<file path="src/rtl/multi_channel_gated_counter.sv">
// Gated multi-channel edge counter: counts sig_in edges while gate is high, latches counts/ovf at gate close.
// Latency: result 1 clk after gate falls; MULTI_CHANNEL_GATED_COUNTER_SYNC_EN adds 2 clk on sig_in. Backpressure: none.
module multi_channel_gated_counter #(
  parameter int NUM_CH    = 4,
  parameter int WIDTH     = 32,
  parameter int EDGE_MODE = 0
) (
  input  logic                      clk,
  input  logic                      rst,
  input  logic                      gate,
  input  logic [NUM_CH-1:0]         sig_in,
  output logic [NUM_CH*WIDTH-1:0]   count_out,
  output logic [NUM_CH-1:0]         ovf_out,
  output logic                      result_valid,
  output logic                      busy
);

  localparam logic [WIDTH-1:0] CNT_ONE = WIDTH'(1);
  localparam logic [WIDTH-1:0] CNT_MAX = '1;

  logic [NUM_CH-1:0] w_sig;
  logic [NUM_CH-1:0] r_sig_prev;
  logic [NUM_CH-1:0] w_rise;
  logic [NUM_CH-1:0] w_fall;
  logic [NUM_CH-1:0] w_edge;
  logic              r_gate_prev;
  logic              r_result_valid;
  logic              w_open;
  logic              w_run;
  logic              w_close;

`ifdef MULTI_CHANNEL_GATED_COUNTER_SYNC_EN
  logic [NUM_CH-1:0] r_sync1;
  logic [NUM_CH-1:0] r_sync2;

  always_ff @(posedge clk) begin
    if (rst) begin
      r_sync1 <= '0;
      r_sync2 <= '0;
    end else begin
      r_sync1 <= sig_in;
      r_sync2 <= r_sync1;
    end
  end

  assign w_sig = r_sync2;
`else
  assign w_sig = sig_in;
`endif

  always_ff @(posedge clk) begin
    if (rst) begin
      r_sig_prev     <= '0;
      r_gate_prev    <= 1'b0;
      r_result_valid <= 1'b0;
    end else begin
      r_sig_prev     <= w_sig;
      r_gate_prev    <= gate;
      r_result_valid <= w_close;
    end
  end

  assign w_rise  = w_sig & ~r_sig_prev;
  assign w_fall  = ~w_sig & r_sig_prev;
  assign w_open  = gate & ~r_gate_prev;
  assign w_run   = gate & r_gate_prev;
  assign w_close = ~gate & r_gate_prev;

  always_comb begin
    w_edge = '0;
    case (EDGE_MODE)
      0:       w_edge = w_rise;
      1:       w_edge = w_fall;
      default: w_edge = w_rise | w_fall;
    endcase
  end

  for (genvar i = 0; i < NUM_CH; i++) begin : g_ch
    logic [WIDTH-1:0] r_cnt;
    logic [WIDTH-1:0] r_res;
    logic             r_ovf;
    logic             r_ovf_res;

    // Open reloads the counter with this cycle's edge so the first gated cycle is not lost.
    always_ff @(posedge clk) begin
      if (rst) begin
        r_cnt     <= '0;
        r_ovf     <= 1'b0;
        r_res     <= '0;
        r_ovf_res <= 1'b0;
      end else begin
        if (w_open) begin
          r_cnt <= w_edge[i] ? CNT_ONE : '0;
          r_ovf <= 1'b0;
        end else if (w_run && w_edge[i]) begin
          if (r_cnt == CNT_MAX) begin
            r_ovf <= 1'b1;
          end else begin
            r_cnt <= r_cnt + CNT_ONE;
          end
        end
        if (w_close) begin
          r_res     <= r_cnt;
          r_ovf_res <= r_ovf;
        end
      end
    end

    assign count_out[i*WIDTH +: WIDTH] = r_res;
    assign ovf_out[i]                  = r_ovf_res;
  end

  assign result_valid = r_result_valid;
  assign busy         = r_gate_prev;

endmodule

</file>
<file path="config.mk">
export PLATFORM = sky130hd
export DESIGN_NAME = multi_channel_gated_counter
export DESIGN_NICKNAME = d
export VERILOG_FILES = /design/src/rtl/multi_channel_gated_counter.sv
export SDC_FILE = /design/constraint.sdc
export NUM_CORES = 1
export LEC_CHECK = 0
export BUFFER_PORTS_ARGS = -buffer_cell sky130_fd_sc_hd__buf_2
export CORE_UTILIZATION = 35
export DETAILED_ROUTE_END_ITERATION = 10
export PLACE_DENSITY = 0.6
export SETUP_SLACK_MARGIN = 0.4
export SYNTH_ARGS = -nofsm -noshare
export SYNTH_HDL_FRONTEND = slang
export SYNTH_SLANG_ARGS = --single-unit
</file>
<file path="constraint.sdc">
create_clock -name clk -period 2.2 [get_ports clk]
set_input_delay 0.22 -clock clk [delete_from_list [all_inputs] [get_ports clk]]
set_output_delay 0.22 -clock clk [all_outputs]
set_load 0.05 [all_outputs]
</file>
* Yosys cells after proc, flatten, opt, wreduce, memory -nomap -nowiden
Index checks and enable logic that the tools add are counted.
** Word-level totals
- Bits in registers :: 270
- Bits in latches :: 0
- RAM bits :: 0
- ROM bits :: 0
- Bits of input ports :: 7
- Word-level logic and storage cells :: 71
- Memories :: 0
** Operators by class
- $add $sub $neg :: 4
- $mul :: 0
- Divide/modulo/power cells :: 0
- Order comparisons :: 0
- Eq/ne operators :: 8
- Shift-type cells :: 0
- Muxes and demuxes :: 16
- Bitwise logic cells :: 7
- Reduce and logical (&&, ||, !) cells :: 17
** Operators by type and width (count)
- 32-bit two-way mux :: 12
- 32-bit by 1-bit adder with 32-bit output (second input constant) :: 4
- 32-bit equality test (second input constant) :: 4
- 2-bit AND reduction :: 8
- 2-bit inequality test (second input constant) :: 4
- 2-bit nonzero test :: 4
- 4-bit bitwise AND :: 1
- 1-bit logical AND :: 4
- 1-bit two-way mux :: 4
- 4-bit NOT :: 1
- 1-bit bitwise AND :: 3
- 1-bit NOT :: 2
- 2-bit OR reduction :: 1

* Logic depth before layout (Yosys ltp)
Gate-level depths: netlist of the first run.
- Depth after elaboration :: 5
- Gate-level depth with buffers :: 9

* Worst setup path before layout of the first run
No wires, ideal clock.
- Path type :: reg-to-reg
- Start :: reg r_gate_prev (netlist: busy)
- End :: reg g_ch[2].r_cnt[19]
- Library setup time :: 70 ps
- Data arrival time :: 2273 ps
- Required time :: 2130 ps
- Slack :: -144 ps
- Stages on the path, launching flop included :: 7
- Buffers on the path :: 1
- Clock period less this slack :: 2344 ps
- Cell sequence :: dfxtp_1 -> buf_2 -> nand2_1 -> nor2_1 -> o31ai_4 -> or4b_2 -> a21oi_1
** On the way
- Word-level cells in the longest chain between the ends :: 4
** RTL lines
- start, declared :: line 26 : logic r_gate_prev;
- start signal, assigned :: line 58 : r_gate_prev <= gate;
- 1-bit NOT or 1-bit bitwise AND (tied branches) :: line 65, 66
- 1-bit bitwise AND or 1-bit logical AND (tied branches) :: line 65, 95
- 2-bit inequality test (no source line) or 2-bit nonzero test (tied branches)
- 2-bit AND reduction (no source line)
- end signal, assigned :: line 93 : r_cnt <= w_edge[i] ? CNT_ONE : '0;
- end signal, assigned :: line 99 : r_cnt <= r_cnt + CNT_ONE;
- end, declared :: line 79 : logic [WIDTH-1:0] r_cnt;
Several ways; a longest one is shown, not always the timed one.
A chain may end at the register's enable or synchronous reset.

* Worst setup path after layout of the first run
- Start :: reg g_ch[2].r_cnt[1]
- End :: reg g_ch[2].r_cnt[13]
** On the way
- Word-level cells in the longest chain between the ends :: 4
** RTL lines
- 32-bit by 1-bit adder with 32-bit output :: line 99
- 32-bit two-way mux :: line 96 : if (r_cnt == CNT_MAX) begin
- 32-bit two-way mux :: line 95 : end else if (w_run && w_edge[i]) begin
- 32-bit two-way mux :: line 92 : if (w_open) begin
Several ways; a longest one is shown, not always the timed one. The select of a mux whose other input is x is not followed.

==> results of run 1 <==
cell type report:
class / count / area (um^2) / share of cell area
Clock buffer: 38 / 831 / 0.0532
Clock inverter: 11 / 83.8 / 0.00536
Inverter: 10 / 40.0 / 0.00256
Multi-Input combinational cell: 1033 / 6390 / 0.409
Sequential cell: 270 / 5570 / 0.356
Tap cell: 402 / 503 / 0.0322
Timing Repair Buffer: 311 / 2210 / 0.142
state kept, by name, summed over array words and instances, names as in the netlist:
name            count
result_valid        1
g_ch.r_res        128
busy                1
g_ch.r_cnt        128
g_ch.r_ovf          4
r_sig_prev          4
g_ch.r_ovf_res      4
cell usage after synthesis, types with 4 or more instances:
cell      instances
a21oi_1         167
a31oi_1          11
and2_1           17
and3_1           25
and4_1           15
buf_2             6
buf_4             4
clkbuf_1         69
dfxtp_1         270
ha_1              4
inv_1            10
nand2_1         321
nand2b_1          4
nand3_1          56
nand3b_1          4
nand4_1          53
nor2_1          119
nor2b_1          11
nor3_1           22
nor4_1           15
o21ai_0          20
or3_1            17
or4_1             7
xnor2_1          30
xor2_1           56
worst max-delay path: stages (launching register included):
cell and delay, ps:
dfxtp_4 360, ha_4 140, nand3_4 60, or4_4 520, o31a_1 330, buf_6 170, nand4_1 110, xor2_1 170
nor2_1 50
metal layers:
layer	routed length, um	share of wire	track usage
met2	14700	0.47	0.302
met4	689	0.022	0.0447
met3	1160	0.037	0.0245
met5	0	0	0.00296
met1	14800	0.47	0.241
worst paths after layout:
kind / start / cells past startpoint / endpoint
worst max register to register: g_ch[2].r_cnt[1] / 8 / g_ch[2].r_cnt[13]
worst min register to register: g_ch[2].r_res[6] / 2 / g_ch[2].r_res[6]
worst min-delay path: gate / 3 / g_ch[2].r_cnt[30]
worst max-delay path: g_ch[2].r_cnt[1] / 8 / g_ch[2].r_cnt[13]
power by group through the flow:
stage	combinational, W	clock [W]	sequential, W
after global placement	0.000341	0	0.00502
final	0.000381	0.00470	0.00489
after CTS	0.000368	0.00483	0.00490
after global routing	0.000421	0.00502	0.00488
after detailed placement	0.000343	0	0.00502
after floorplan	0.000200	0	0.00503
placed cells by master (no fill, tap or decap), types with 34 or more instances in the layout:
cell,netlist,routed
a21oi_1,167,153
buf_2,6,139
buf_4,4,126
buf_6,3,34
dfxtp_1,270,196
dfxtp_2,0,47
nand2_1,321,305
nand4_1,53,53
nor2_1,119,107
xor2_1,56,55
metrics by stage:
step                cells  area [um^2]  total power (W)  setup WS [ps]
floorplan            1396        11600          0.00523            158
global placement     1935        13100          0.00536            113
detailed placement   1935        13100          0.00536           67.6
CTS                  2032        14700           0.0101            194
global route         2075        15600           0.0103           95.6
finish               2075        15600          0.00997            181
cell families after synthesis:
| group | count (synthesis) | synth area share |
|---|---|---|
| and+or+nand+nor | 705 | 0.296 |
| xor gates and xnor gates | 86 | 0.0665 |
| buffers and inverters | 94 | 0.0351 |
| DFF | 270 | 0.477 |
| muxes | 2 | 0.00221 |
| adders and majority gates | 4 | 0.00442 |
| AOI/OAI and AO/OA | 235 | 0.118 |
what timing repair did:
item / 4_1_cts / 5_1_grt
cloned: 3 / 1
pin swaps: 52 / 100
buffers inserted: 40 / 42
hold endpoints to repair: 6 / 0
resized for setup: 126 / 147
hold buffers: 5 / 0
setup endpoints to repair: 105 / 118
==> reports/metrics.cfg, run 1 <==
[outcome]
outcome = finished clean

[timing]
final.setup_skew_ps = 8.03
clock.fmax_ghz = 0.495
min_period_over_period = 0.918
tns_ps = 0
slew_violations = 0
whs_ps = 146
setup_viol = 0
rsz0062_at_grt = yes
worst_slew_pin_slew_ps = 562
fin_crit_ps = 2020
maxSlewHeadroom = 0.625
finalHoldViolations = 0

[clocking]
clockBufferDepth = 3
cts.htree.levels = 1
cts_tree = yes
cts_sinks = 270
numCtsBuffers = 29
clk-insertion-delay-late_ps = 540
cts.clk_slew.worst_paths_ps = 60
clockRootBuffer = clkbuf_16

[pwr]
p_comb_frac = 0.038
p_sw_w = 0.00224
powerDensity_nw_per_um2 = 638
internal_power_w = 0.00773
power_leakage_nw = 5.86
switching_share = 0.224
max-vdd-ir-drop_mv = 0.561
p_seq_frac = 0.490
clkPwrFrac = 0.472

[setup_path]
path_class = flop to flop
cp_max_fo = 7
ff2ff_setup_slack_ps = 180
critPathCaptureType = flop
start_kind = flop
worstPathRequired_ps = 2630
crit_arrival_ps = 2450

[die]
die_w_um = 182
dieHeight_um = 182
start_util = 0.357
rows = 65
die_area_um2 = 33100
io-pin-count = 141
core_um2 = 31700

[detailed_routing]
wl_um = 31400
via_per_inst = 5.12
ant_nets = 0
first_pass_iters = 7
post_drt_wl_per_cell_um = 15.1
drc_errors = 0
num_vias = 10600
initialDrtViolationCount = 547

[global_route]
grt-ovfl-total = 0
grt_pass1_wl_um = 49900
grt_pass1_vias = 9880
antenna_found_initial = 0
grt.total_usage = 0.179
grt_start_max_net_pins = 92

[finish]
diodes = 0
nNetsFinal = 1666
syn_to_final_growth_pct = 38.1
nFillCells = 3059
layout-drive-gt1-share = 0.341
utilization = 0.493

[min_path]
min_path_type = primary input to flop

[logic_synthesis]
synthCells = 1396
ys_warn_count = 0
synth_top_area_share = 0.477
syn-cell-area_um2 = 11300
synth_nets = 1407
synth_edf_count = 0
avgSynthCellArea_um2 = 8.11
synth.area.top_cells = dfxtp_1, nand2_1, a21oi_1
ys_seq_elements = 270
synth-main-ff-cell = dfxtp_1
yosysSeqAreaShare = 0.477
synth.largest_area_cell = dfxtp_1
async_flop_share = 0
yosysUniqueCellTypes = 60

[placement]
place_hpwl_um = 19800
place.gp.congestion = 0.834
io_buffers = 140

[flow_run]
cap_violations = 0

Note: power is estimated with default switching activity, not from simulation.
==> run 2, diff against run 1 <==
--- a/config.mk
+++ b/config.mk
@@ -5,10 +5,11 @@
 export SDC_FILE = /design/constraint.sdc
 export NUM_CORES = 1
 export LEC_CHECK = 0
+export ABC_AREA = 1
 export BUFFER_PORTS_ARGS = -buffer_cell sky130_fd_sc_hd__buf_2
 export CORE_UTILIZATION = 35
 export DETAILED_ROUTE_END_ITERATION = 10
-export PLACE_DENSITY = 0.6
+export PLACE_DENSITY = 0.59
 export SETUP_SLACK_MARGIN = 0.4
 export SYNTH_ARGS = -nofsm -noshare
 export SYNTH_HDL_FRONTEND = slang
==> reports/metrics.cfg, run 2 <==
[outcome]
outcome = finished clean

[detailed_routing]
initialDrtViolationCount = 866
ant_nets = 0
num_vias = 13800
first_pass_iters = 6
wl_um = 41900
post_drt_wl_per_cell_um = 15.2
drc_errors = 0
via_per_inst = 4.98

[finish]
final_design_area_no_fill_um2 = 16500
nNetsFinal = 2232
final_cell_mix = nand2_1, nor2_1, dfxtp_1
reg_top3 = g_ch.r_cnt x128, g_ch.r_res x128
utilization = 0.428
layout-drive-gt1-share = 0.180
syn_to_final_growth_pct = 20.7
seq_area_um2 = 5430
layout.cells.most_common = nand2_1
diodes = 0
multi_input_area_um2 = 7380
nFillCells = 4175

[clocking]
cts_sinks = 270
clockBufferDepth = 3
cts_tree = yes
cts.clk_slew.worst_paths_ps = 60
clockRootBuffer = clkbuf_16
clk-insertion-delay-late_ps = 570
numCtsBuffers = 31
cts.htree.levels = 1

[die]
core_um2 = 38600
die_area_um2 = 39900
dieHeight_um = 200
rows = 72
start_util = 0.355
io-pin-count = 141
die_w_um = 200

[placement]
place_hpwl_um = 29300
dpl_cell_area_um2 = 14900
place.gp.congestion = 0.899
place_ws_ps = 269
io_buffers = 140

[logic_synthesis]
yosysUniqueCellTypes = 34
synthCells = 2066
synth_top_area_share = 0.395
synth_edf_count = 0
syn-cell-area_um2 = 13700
synth_nets = 2077
synth_common_cells = nand2_1, nor2_1, dfxtp_1
synth-main-ff-cell = dfxtp_1
avgSynthCellArea_um2 = 6.62
yosysMostFrequentCell = nand2_1
ys_seq_elements = 270
ys_warn_count = 0
async_flop_share = 0
yosysSeqAreaShare = 0.395
synth.largest_area_cell = dfxtp_1
synth.area.top_cells = dfxtp_1, nand2_1, nor2_1

[pwr]
powerDensity_nw_per_um2 = 710
max-vdd-ir-drop_mv = 0.509
switching_share = 0.266
clkPwrFrac = 0.460
power_w = 0.0117
power_leakage_nw = 6.40
internal_power_w = 0.00860
p_comb_frac = 0.103
p_seq_frac = 0.437
p_sw_w = 0.00312

[global_route]
antenna_found_initial = 0
grt.total_usage = 0.209
grt_start_max_net_pins = 59
grt-ovfl-total = 0
grt_pass1_wl_um = 67400
grt_pass1_vias = 12600

[timing]
setup_viol = 0
finalHoldViolations = 0
fin_crit_ps = 1730
min_period_over_period = 0.785
clock.fmax_ghz = 0.579
slew_violations = 0
worst_slew_pin_slew_ps = 757
final.setup_skew_ps = 10.2
tns_ps = 0
final.setup.worst_slack_ps = 473
maxSlewHeadroom = 0.496
rsz0062_at_grt = yes

[setup_path]
start_kind = flop
crit_arrival_ps = 2230
cp_max_fo = 9
worstPathRequired_ps = 2700
critPathCaptureType = flop
path_class = flop to flop

[min_path]
min_path_type = primary input to flop

[flow_run]
cap_violations = 0

run 2: cell count changes after synthesis, sizes merged, moves of 17 or more:
cell / change
nand4: -23
nand3b: +22
xor2: -46
nand2: +216
inv: +178
nand3: +79
xnor2: -20
or3: -17
and3: -25
nor2: +272
o21ai: +138
run 2: path summary, 6_finish.rpt:
check / slack [ps] / cells after the start / start / end
worst min-delay path: 160 / 4 / rst / g_ch[1].r_cnt[0]
worst max-delay path: 470 / 9 / g_ch[3].r_cnt[1] / g_ch[3].r_cnt[24]
worst min register to register: 460 / 1 / g_ch[2].r_ovf / g_ch[2].r_ovf
worst max register to register: 470 / 9 / g_ch[3].r_cnt[1] / g_ch[3].r_cnt[24]
run 2: power groups by stage:
stage               clock network (W)  logic [W]  registers [W]
CTS                           0.00552    0.00120        0.00512
floorplan                           0   0.000491        0.00561
global placement                    0    0.00116        0.00523
finish                        0.00539    0.00121        0.00513
detailed placement                  0    0.00117        0.00523
global route                  0.00575    0.00132        0.00514
run 2: cells by family after synthesis:
group / share of synthesized area
compound gates: 0.127
flops: 0.395
simple gates: 0.378
fa+ha+maj: 0.00366
buf+inv: 0.0838
xor+xnor: 0.0128
run 2: repair_timing:
item                                    4_1_cts  5_1_grt
endpoints found under the hold margin         5        0
pin swaps                                     5        9
hold buffers                                  5        0
gates cloned                                  4        1
resized for setup                             9       64
endpoints found under the setup margin       67      125
setup buffers                                14       13
run 2: cell type report:
class                      instances  area share
clock buffer                      44      0.0542
clock inverter                    13      0.0102
inverter                         189      0.0436
multi-input combinational       1523       0.447
sequential                       270       0.329
tap                              518      0.0393
timing repair buffer             206      0.0772
run 2: through the flow:
stage	std cells	hold slack [ps]
final	2763	160
after global routing	2763	182
after CTS	2749	140
after detailed placement	2669	449
after global placement	2669	444
after floorplan	2066	340
run 2: critical path, stage by stage (launching register included):
cell and delay [ps]:
dfxtp_2 350, ha_2 210, inv_1 70, nor2_4 150, nand2_4 120, nor3_1 360, nand3_1 190, nand2_1 90
inv_1 40, nor2_1 80
run 2: routing by layer:
| metal | vias to the layer above | global-route usage | wire (um) | share of wire |
|---|---|---|---|---|
| met2 | 368 | 0.343 | 19000 | 0.45 |
| li1 | 6945 | - | - | - |
| met4 | 0 | 0.0506 | 747 | 0.018 |
| met1 | 6387 | 0.286 | 19800 | 0.47 |
| met5 | - | 0 | 0 | 0 |
| met3 | 54 | 0.0311 | 2310 | 0.055 |
==> run 3, diff against run 2 <==
--- a/config.mk
+++ b/config.mk
@@ -5,11 +5,11 @@
 export SDC_FILE = /design/constraint.sdc
 export NUM_CORES = 1
 export LEC_CHECK = 0
-export ABC_AREA = 1
+export ABC_AREA = 0
 export BUFFER_PORTS_ARGS = -buffer_cell sky130_fd_sc_hd__buf_2
 export CORE_UTILIZATION = 35
 export DETAILED_ROUTE_END_ITERATION = 10
-export PLACE_DENSITY = 0.59
+export PLACE_DENSITY = 0.58
 export SETUP_SLACK_MARGIN = 0.4
 export SYNTH_ARGS = -nofsm -noshare
 export SYNTH_HDL_FRONTEND = slang
==> constraint.sdc (replaced) <==
create_clock -name clk -period 1.6 [get_ports clk]
set_input_delay 0.16 -clock clk [delete_from_list [all_inputs] [get_ports clk]]
set_output_delay 0.16 -clock clk [all_outputs]
set_load 0.05 [all_outputs]
==> reports/metrics.cfg, run 3 (synthesized netlist as in run 1, its figures left out) <==
[outcome]
outcome = complete, but fails checks
violations = negative setup slack

[global_route]
grt-ovfl-total = 0
grt_start_max_net_pins = 80
grt.total_usage = 0.225
antenna_found_initial = 1
grt_pass1_wl_um = 60400
grt_pass1_vias = 11400

[finish]
syn_to_final_growth_pct = 69.3
nFillCells = 2700
utilization = 0.604
layout.cells.most_common = buf_4
layout-drive-gt1-share = 0.485
final_cell_mix = buf_4, nand2_1, dfxtp_1
nNetsFinal = 1908
reg_top3 = g_ch.r_cnt x128, g_ch.r_res x128

[timing]
slew_violations = 0
rsz0062_at_grt = yes
clock.fmax_ghz = 0.483
final.setup.worst_slack_ps = -471
min_period_over_period = 1.29
fin_crit_ps = 2070
worst_slew_pin_slew_ps = 475
finalHoldViolations = 0
final.setup_skew_ps = 14.7
setup_viol = 128
maxSlewHeadroom = 0.683

[setup_path]
cp_top_family = simple AND/OR/NAND/NOR gates
crit_buf_inv = 1
reg2reg_from = g_ch[2].r_cnt[1]
worstPathRequired_ps = 2020
path_class = flop to flop
start_kind = flop
cpMaxStageDelayCell = or4_4
worstRegToRegCells = 8
critPathCaptureType = flop
startpoint = g_ch[2].r_cnt[1]
crit_arrival_ps = 2490
reg2reg_to = g_ch[2].r_cnt[26]
critPathMaxStageDelay_ps = 500
cp_max_fo = 3
ff2ff_setup_slack_ps = -470
crit_chain = ha_4 -> nand3_4 -> or4_4 -> buf_6 -> or3_4 -> xnor2_1 -> a22oi_1 -> nor2_1

[pwr]
max-vdd-ir-drop_mv = 0.770
powerDensity_nw_per_um2 = 748
power_w = 0.0143
power_leakage_nw = 7.80

[clocking]
cts.clk_slew.worst_paths_ps = 60
numCtsBuffers = 30
cts.htree.levels = 1
clockBufferDepth = 3
cts_tree = yes
cts_sinks = 270
clockRootBuffer = clkbuf_16
clk-insertion-delay-late_ps = 560

[die]
die_w_um = 182
io-pin-count = 141
core_um2 = 31700
rows = 65
dieHeight_um = 182
die_area_um2 = 33100
start_util = 0.357

[min_path]
holdCritStartpoint = rst
hold-path-cell-count = 2
hold_path_end = g_ch[1].r_res[11]
min_path_type = primary input to flop

[detailed_routing]
first_pass_iters = 5
wl_um = 42000
ant_nets = 0
initialDrtViolationCount = 612
num_vias = 12100
post_drt_wl_per_cell_um = 18.1
drc_errors = 0
via_per_inst = 5.21

[placement]
io_buffers = 140
place.gp.congestion = 0.873
place_ws_ps = -510
place_hpwl_um = 22400

[flow_run]
cap_violations = 0

## run 3: changes by cell type in the layout (fill, tap and decap cells not counted), sizes merged, moves of 23 or more
cell   delta
nand4    +23
xor2     +46
o21ai   -138
and3     +25
inv     -178
nand2   -219
nand3    -81
buf     +333
nor2    -272
## run 3: area by class of cell
cell class                      count  area, um^2  share of cell area
Sequential cell                   270        5500               0.287
Clock inverter                     11        60.1             0.00313
Timing Repair Buffer              552        5180               0.270
Antenna cell                        1        2.50            0.000131
Inverter                           10        37.5             0.00196
Tap cell                          402         503              0.0262
Clock buffer                       42         867              0.0452
Multi-Input combinational cell   1033        7020               0.366
## run 3: worst max path at each step
stage	to	slack, ps	cells past startpoint
detailed placement	g_ch[2].r_cnt[31]	-510	8
finish	g_ch[2].r_cnt[26]	-470	8
floorplan	g_ch[2].r_cnt[9]	-440	9
global route	g_ch[2].r_cnt[29]	-560	9
global placement	g_ch[2].r_cnt[13]	-500	8
CTS	g_ch[2].r_cnt[31]	-470	8
## run 3: report_power, final
| part | switching, W | internal, W |
|---|---|---|
| registers | 0.0000199 | 0.00673 |
| logic | 0.000560 | 0.000466 |
| clock network | 0.00281 | 0.00375 |
## run 3: what timing repair did
| action | 4_1_cts | 5_1_grt |
|---|---|---|
| pin swaps | 175 | 144 |
| gates cloned | 23 | 18 |
| gates resized for setup | 221 | 174 |
| endpoints found under the hold margin | 6 | 0 |
| hold buffers | 5 | 0 |
| endpoints found under the setup margin | 399 | 399 |
| buffers inserted | 61 | 31 |
## run 3: metrics by stage
| step | setup TNS [ps] | instances | hold WS, ps | cell area (um^2) |
|---|---|---|---|---|
| after global routing | -43320 | 2321 | 49.0 | 19200 |
| after floorplan | -21860 | 1396 | 288 | 12100 |
| after CTS | -25120 | 2271 | -4.94 | 17800 |
| after detailed placement | -26020 | 2129 | 400 | 14900 |
| final | -33050 | 2321 | 39.5 | 19200 |
| after global placement | -23860 | 2129 | 386 | 14900 |
## run 3: routing by layer
| metal | GRT usage | vias to the layer above | wire length, um |
|---|---|---|---|
| met3 | 0.0391 | 79 | 2040 |
| li1 | - | 5830 | - |
| met4 | 0.0561 | 0 | 1030 |
| met2 | 0.380 | 316 | 20000 |
| met5 | 0 | - | 0 |
| met1 | 0.298 | 5867 | 19000 |
